--- src/rtl/cmp_pkg.sv ---
// Shared types for the round-robin comparator arbiter: FSM state encoding and
// the registered compare result.
package cmp_pkg;

    typedef enum logic [1:0] {
        IDLE = 2'd0,
        CMP  = 2'd1,
        RESP = 2'd2
    } cmp_state_e;

    typedef struct packed {
        logic lt;
        logic gt;
        logic eq;
    } cmp_res_t;

endpackage

--- src/rtl/cmp_core.sv ---
// Combinational magnitude comparator; signed mode treats bit WORDSIZE-1 as sign.
module cmp_core #(
    parameter int WORDSIZE = 16
) (
    input  logic [WORDSIZE-1:0] a,
    input  logic [WORDSIZE-1:0] b,
    input  logic                sgn,
    output logic                lt,
    output logic                gt,
    output logic                eq
);

    // Equality is bitwise, so it does not depend on the signedness mode.
    assign eq = (a == b);
    assign lt = sgn ? ($signed(a) < $signed(b)) : (a < b);
    assign gt = ~lt & ~eq;

endmodule

--- src/rtl/cmp_arbiter.sv ---
// Round-robin arbiter that serialises NREQ requesters onto one registered
// comparator; one transaction in flight, tagged result on a response handshake.
module cmp_arbiter
    import cmp_pkg::*;
#(
    parameter int WORDSIZE = 16,
    parameter int NREQ     = 4,
    localparam int IDW     = $clog2(NREQ)
) (
    input  logic                     clk,
    input  logic                     rst,
    input  logic [NREQ-1:0]          req_valid,
    output logic [NREQ-1:0]          req_ready,
    input  logic [NREQ*WORDSIZE-1:0] req_a,
    input  logic [NREQ*WORDSIZE-1:0] req_b,
    input  logic [NREQ-1:0]          req_sgn,
    output logic                     rsp_valid,
    input  logic                     rsp_ready,
    output logic [IDW-1:0]           rsp_id,
    output logic                     rsp_lt,
    output logic                     rsp_gt,
    output logic                     rsp_eq,
    output logic                     busy
);

    // First valid requester at or above ptr, wrapping modulo NREQ.
    function automatic logic [NREQ-1:0] rr_pick(input logic [NREQ-1:0] valid,
                                                input logic [IDW-1:0]  ptr);
        logic [NREQ-1:0] g;
        logic            found;
        int              idx;
        g     = '0;
        found = 1'b0;
        for (int k = 0; k < NREQ; k++) begin
            idx = int'(ptr) + k;
            if (idx >= NREQ) idx = idx - NREQ;
            if (!found && valid[idx]) begin
                g[idx] = 1'b1;
                found  = 1'b1;
            end
        end
        return g;
    endfunction

    cmp_state_e          state_q, state_d;
    logic [IDW-1:0]      rr_ptr_q, rr_ptr_d;
    logic [IDW-1:0]      id_q, id_d;
    logic [WORDSIZE-1:0] a_q, a_d, b_q, b_d;
    logic                sgn_q, sgn_d;
    cmp_res_t            res_q, res_d;

    logic [WORDSIZE-1:0] a_arr [NREQ];
    logic [WORDSIZE-1:0] b_arr [NREQ];
    logic [NREQ-1:0]     grant;
    logic [IDW-1:0]      grant_id;
    logic [WORDSIZE-1:0] a_sel, b_sel;
    logic                sgn_sel, accept;
    logic                core_lt, core_gt, core_eq;

    genvar gi;
    generate
        for (gi = 0; gi < NREQ; gi++) begin : g_slice
            assign a_arr[gi] = req_a[gi*WORDSIZE +: WORDSIZE];
            assign b_arr[gi] = req_b[gi*WORDSIZE +: WORDSIZE];
        end
    endgenerate

    assign grant     = rr_pick(req_valid, rr_ptr_q);
    // Ready is suppressed while rst is high so nothing is accepted into a reset.
    assign req_ready = (state_q == IDLE && !rst) ? grant : '0;
    assign accept    = |(req_valid & req_ready);

    always_comb begin
        grant_id = '0;
        a_sel    = '0;
        b_sel    = '0;
        sgn_sel  = 1'b0;
        for (int i = 0; i < NREQ; i++) begin
            if (grant[i]) begin
                grant_id = IDW'(i);
                a_sel    = a_arr[i];
                b_sel    = b_arr[i];
                sgn_sel  = req_sgn[i];
            end
        end
    end

    cmp_core #(.WORDSIZE(WORDSIZE)) u_core (
        .a   (a_q),
        .b   (b_q),
        .sgn (sgn_q),
        .lt  (core_lt),
        .gt  (core_gt),
        .eq  (core_eq)
    );

    always_comb begin
        state_d  = state_q;
        rr_ptr_d = rr_ptr_q;
        id_d     = id_q;
        a_d      = a_q;
        b_d      = b_q;
        sgn_d    = sgn_q;
        res_d    = res_q;
        case (state_q)
            IDLE: begin
                if (accept) begin
                    state_d  = CMP;
                    id_d     = grant_id;
                    a_d      = a_sel;
                    b_d      = b_sel;
                    sgn_d    = sgn_sel;
                    rr_ptr_d = (grant_id == IDW'(NREQ-1)) ? '0 : grant_id + 1'b1;
                end
            end
            CMP: begin
                res_d   = '{lt: core_lt, gt: core_gt, eq: core_eq};
                state_d = RESP;
            end
            RESP: begin
                if (rsp_ready) begin
                    res_d   = '0;
                    state_d = IDLE;
                end
            end
            default: state_d = IDLE;
        endcase
    end

    always_ff @(posedge clk) begin
        if (rst) begin
            state_q  <= IDLE;
            rr_ptr_q <= '0;
            id_q     <= '0;
            a_q      <= '0;
            b_q      <= '0;
            sgn_q    <= 1'b0;
            res_q    <= '0;
        end else begin
            state_q  <= state_d;
            rr_ptr_q <= rr_ptr_d;
            id_q     <= id_d;
            a_q      <= a_d;
            b_q      <= b_d;
            sgn_q    <= sgn_d;
            res_q    <= res_d;
        end
    end

    assign rsp_valid = (state_q == RESP);
    assign rsp_id    = id_q;
    assign rsp_lt    = rsp_valid & res_q.lt;
    assign rsp_gt    = rsp_valid & res_q.gt;
    assign rsp_eq    = rsp_valid & res_q.eq;
    assign busy      = (state_q != IDLE);

endmodule

--- config.mk ---
export PLATFORM = sky130hd
export DESIGN_NAME = cmp_arbiter
export DESIGN_NICKNAME = d
export VERILOG_FILES = /design/src/rtl/cmp_pkg.sv /design/src/rtl/cmp_core.sv /design/src/rtl/cmp_arbiter.sv
export SDC_FILE = /design/constraint.sdc
export NUM_CORES = 1
export LEC_CHECK = 0
export BUFFER_PORTS_ARGS = -buffer_cell sky130_fd_sc_hd__buf_2
export CELL_PAD_IN_SITES_DETAIL_PLACEMENT = 1
export CELL_PAD_IN_SITES_GLOBAL_PLACEMENT = 1
export CORE_ASPECT_RATIO = 2
export CORE_MARGIN = 2
export CORE_UTILIZATION = 30
export CTS_BUF_LIST = sky130_fd_sc_hd__clkbuf_8
export DETAILED_ROUTE_END_ITERATION = 8
export GPL_ROUTABILITY_DRIVEN = 0
export HOLD_SLACK_MARGIN = 0.06
export PLACE_DENSITY = 0.81
export SLEW_MARGIN = 20
export SYNTH_ARGS = -nofsm -noshare
export SYNTH_HDL_FRONTEND = slang
export SYNTH_SLANG_ARGS = --single-unit
--- constraint.sdc ---
create_clock -name clk -period 3 [get_ports clk]
set_input_delay 0.6 -clock clk [delete_from_list [all_inputs] [get_ports clk]]
set_output_delay 0.6 -clock clk [all_outputs]
set_load 0.05 [all_outputs]
==> Implementation_results.wiki <==
{| class="wikitable"
! Metric !! Value
|-
| Failing checks || negative setup slack
|-
| Proportion of register bits with asynchronous set or reset after synthesis || 0%
|-
| Pin count of the biggest net entering global routing || 41
|-
| Leakage power total || 2.35 nW
|-
| Hold crit path type || reg2reg
|-
| Gr usage total || 27.0%
|-
| Global-route wire length before repair || 23.7 mm
|-
| Hold-fix buffers at CTS || 0
|-
| Final setup violation count || 41
|-
| Number of placed instances with taps included || 684
|-
| Total global routing overflow || 0
|-
| Proportion of layout cells with a drive suffix above 1 || 55.7%
|-
| Syn. warnings || 0
|-
| Core region area || 10,100 sq um
|-
| Hold path startpoint || res_q[1]
|-
| Most frequent standard cell in the layout excluding fill and tap cells || buf_2
|-
| Post-layout min period || 3420 ps
|-
| Initial core utilization || 30.7%
|-
| Most common flop cell mapped by yosys || dfxtp_1
|-
| Register-to-Register Path Depth || 14
|-
| Share of total power in sequential cells || 12.5%
|-
| Num Clock Sinks || 42
|-
| Die area || 11,300 sq um
|-
| Clock latency at the later pin of the worst-skew pair || 320 ps
|-
| Final cycle utilization of the critical path || 114%
|-
| Most frequent cells in the layout || buf_2, nor2_1, dfxtp_1, buf_4, a221oi_1
|-
| Wire length after detailed routing || 18.9 mm
|-
| Clock slew seen by the registers of the worst setup and hold paths || 100 ps
|-
| Post-DR vias/cell || 5.99
|-
| IR Drop Worst-Case VDD || 0.724 mV
|-
| Worst max-slew margin expressed relative to the limit || 49.1%
|-
| Power density cells || 1460 nW/um^2
|-
| Total via count in the routed design || 4,360
|-
| Cells traversed along the worst timing path || inv_2 -> ha_4 -> mux4_2 -> buf_6 -> nand3b_1 -> o31ai_2 -> buf_4 -> a221oi_4 -> buf_4 -> buf_4 -> o21ai_0 -> a2bb2oi_1 -> buf_4 -> o21ai_0
|-
| Critical path data arrival time || 3620 ps
|-
| Cells after synthesis || 390
|-
| Standard-cell row count || 52
|-
| Buffer depth of the longest clock path || 2
|-
| Number of flops mapped to enable cells by yosys || 0
|-
| Iteration count of the initial detailed-routing pass || 5
|-
| Number of slew-limit violations in the final report || 0
|-
| Crit path setup slack, layout || -419 ps
|-
| Final Total Pwr || 8.06 mW
|-
| Flop and latch count out of synthesis || 42
|-
| Synth unique cells || 49
|-
| Routed len/inst || 26.0 um
|-
| Layout Cells excl Fill || 728
|-
| CP max stage cell || mux4_2
|-
| Initial antenna violation count || 1
|-
| Post-synth net total || 552
|-
| Setup repair after global routing missed its margin || yes
|-
| Run status || complete, but fails checks
|-
| Root Buffer Master || clkbuf_8
|-
| Cell type group with the largest total delay on the critical path || compound AO/OA/AOI/OAI gates
|-
| Level count of the clock H-tree || 2
|-
| Switching share of power || 50.4%
|-
| Largest incremental delay on the critical path || 560 ps
|-
| # nets final || 753
|-
| Crit end category || flip-flop
|-
| Count of pins on the block boundary || 150
|-
| Clock tree from TritonCTS || done
|-
| Hold path endpoint || res_q[1]
|-
| Die H || 148 um
|-
| Reported net switching power || 4.06 mW
|-
| Cell-internal power || 4.00 mW
|-
| R2r startpoint || rr_ptr_q[1]
|-
| Port buffer count || 149
|-
| Maximum fanout count along the critical path || 12
|-
| Max-cap violations || 0
|-
| Horiz. Die Dim || 76.1 um
|-
| Register-to-register path setup slack || -420 ps
|-
| Actual slew at the worst max-slew pin || 744 ps
|-
| Number of buffers inserted during clock tree synthesis || 5
|-
| Number of hold-slack violations in the final timing report || 0
|-
| Crit path required time || 3210 ps
|-
| CP bufs+invs || 6
|-
| DR iter-0 viols || 294
|-
| Top cell by count, worst path || buf_4
|-
| F_max || 293 MHz
|-
| Worst Clk Skew || 15.0 ps
|-
| Share of power burned in the clock network || 5.2%
|-
| Destination of the worst register-to-register timing path || a_q[4]
|-
| Number of global-route vias before repair || 4,405
|-
| Cell Area, Synth || 3120 sq um
|-
| Area added between synthesis and finish || 77.3%
|-
| Kind of start point of the critical path || flip-flop
|-
| Worst Hold Path Cells || 2
|-
| Crit Path Category || reg2reg
|-
| Seq/Total Area, Yosys || 27.0%
|-
| Total half-perimeter wirelength after legalization and detailed placement || 10.6 mm
|-
| Filler instances || 1,201
|-
| DR DRC count || 0
|-
| Synth Area per Inst || 7.99 sq um
|-
| Combinational cell fraction of total power || 82.3%
|-
| Count of antenna-violating nets left after detailed routing || 0
|}
## worst max-delay path by stage
stage | from | end | slack [ps] | depth (start not counted)
floorplan | rr_ptr_q[0] | req_ready[2] | 20 | 8
finish | rr_ptr_q[1] | a_q[4] | -420 | 14
detailed placement | req_valid[3] | b_q[15] | -340 | 13
global placement | req_valid[3] | a_q[8] | -200 | 10
global route | rr_ptr_q[1] | a_q[4] | -450 | 14
CTS | rr_ptr_q[0] | req_ready[3] | -90 | 10
## layer usage
metal  vias to the layer above  GRT usage [%]  part of all wire (%)
met1                      2159           26.2                    34
met2                       230           52.1                    54
met4                         0           18.2                   8.0
met5                         -              0                     0
li1                       1867              -                     -
met3                       104           3.76                   4.1
## worst reg2reg max path, stage by stage, from the launching register on
cell and delay, ps:
dfxtp_2 360, inv_2 60, ha_4 310, mux4_2 560, buf_6 170, nand3b_1 110
o31ai_2 90, buf_4 150, a221oi_4 310, buf_4 200, buf_4 200, o21ai_0 170
a2bb2oi_1 170, buf_4 150, o21ai_0 310
## per-stage QoR
stage          setup slack [ps]  utilization [%]  TNS [ps]  instance area [sq um]  hold WS [ps]
2_1_floorplan              16.9                -         0                   3160           435
3_3_place_gp               -195             42.1     -2260                   4270           454
3_5_place_dp               -344             42.1     -8760                   4270           463
4_1_cts                   -93.8             47.5      -396                   4830           479
5_1_grt                    -454             54.5     -9000                   5530           515
6_report                   -419             54.5     -6040                   5530           480
## cells in the mapped netlist (all sizes together) (6+ instances only)
library cell  number  area [sq um]
a211oi            33           248
a221oi            36           322
buf               12          73.8
nand2b             8          50.1
nand2             11          41.3
nand3b            13          97.6
or3                6          37.5
nor2              60           225
inv               23          86.3
o21ai             34           174
a2bb2oi           13           114
nor3              12          60.1
clkbuf            17          63.8
ha                23           288
dfxtp             42           841
## cell type report
cell class | instances | area, sq um | area share (%)
diodes | 1 | 2.50 | 0.0453
clock buffers | 6 | 82.6 | 1.49
clock inverters | 2 | 8.76 | 0.158
inverters | 23 | 93.8 | 1.70
multi-input cells | 296 | 2680 | 48.4
flip-flops and latches | 42 | 843 | 15.3
well taps | 135 | 169 | 3.06
repair buffers | 223 | 1650 | 29.9
## power by group through the flow
stage / clock, mW / combinational [mW] / sequential [mW]
3_5_place_dp: 0 / 4.03 / 0.979
4_1_cts: 0.388 / 4.90 / 0.970
2_1_floorplan: 0 / 2.60 / 0.969
3_3_place_gp: 0 / 3.86 / 0.966
6_report: 0.421 / 6.63 / 1.01
5_1_grt: 0.433 / 6.89 / 1.03
## flip-flops by register name, indices dropped and copies added (netlist names)
signal,count
a_q,16
rsp_id,2
b_q,16
res_q,3
rr_ptr_q,2
state_q,2
sgn_q,1
## repair_timing
action                                  4_1_cts  5_1_grt
endpoints found under the hold margin         0        0
pin swaps                                    20       34
endpoints found under the setup margin       41       41
buffers inserted                             15       13
resized for setup                            60      114
cloned                                        5        3
## cell families (layout without fill, tap and decap cells)
kind of cell             after synthesis  count (layout)  synth area share (%)
adder cells (fa/ha/maj)               23              23                  9.23
other                                  0               1                     0
multiplexers                           4               4                  2.49
buffers and inverters                 52             254                  7.18
XOR/XNOR                               1               1                 0.281
AO/OA/AOI/OAI                        139             139                  33.4
flip-flops                            42              42                  27.0
AND/OR/NAND/NOR                      129             129                  20.5
Power figures use the tool's default switching activity.
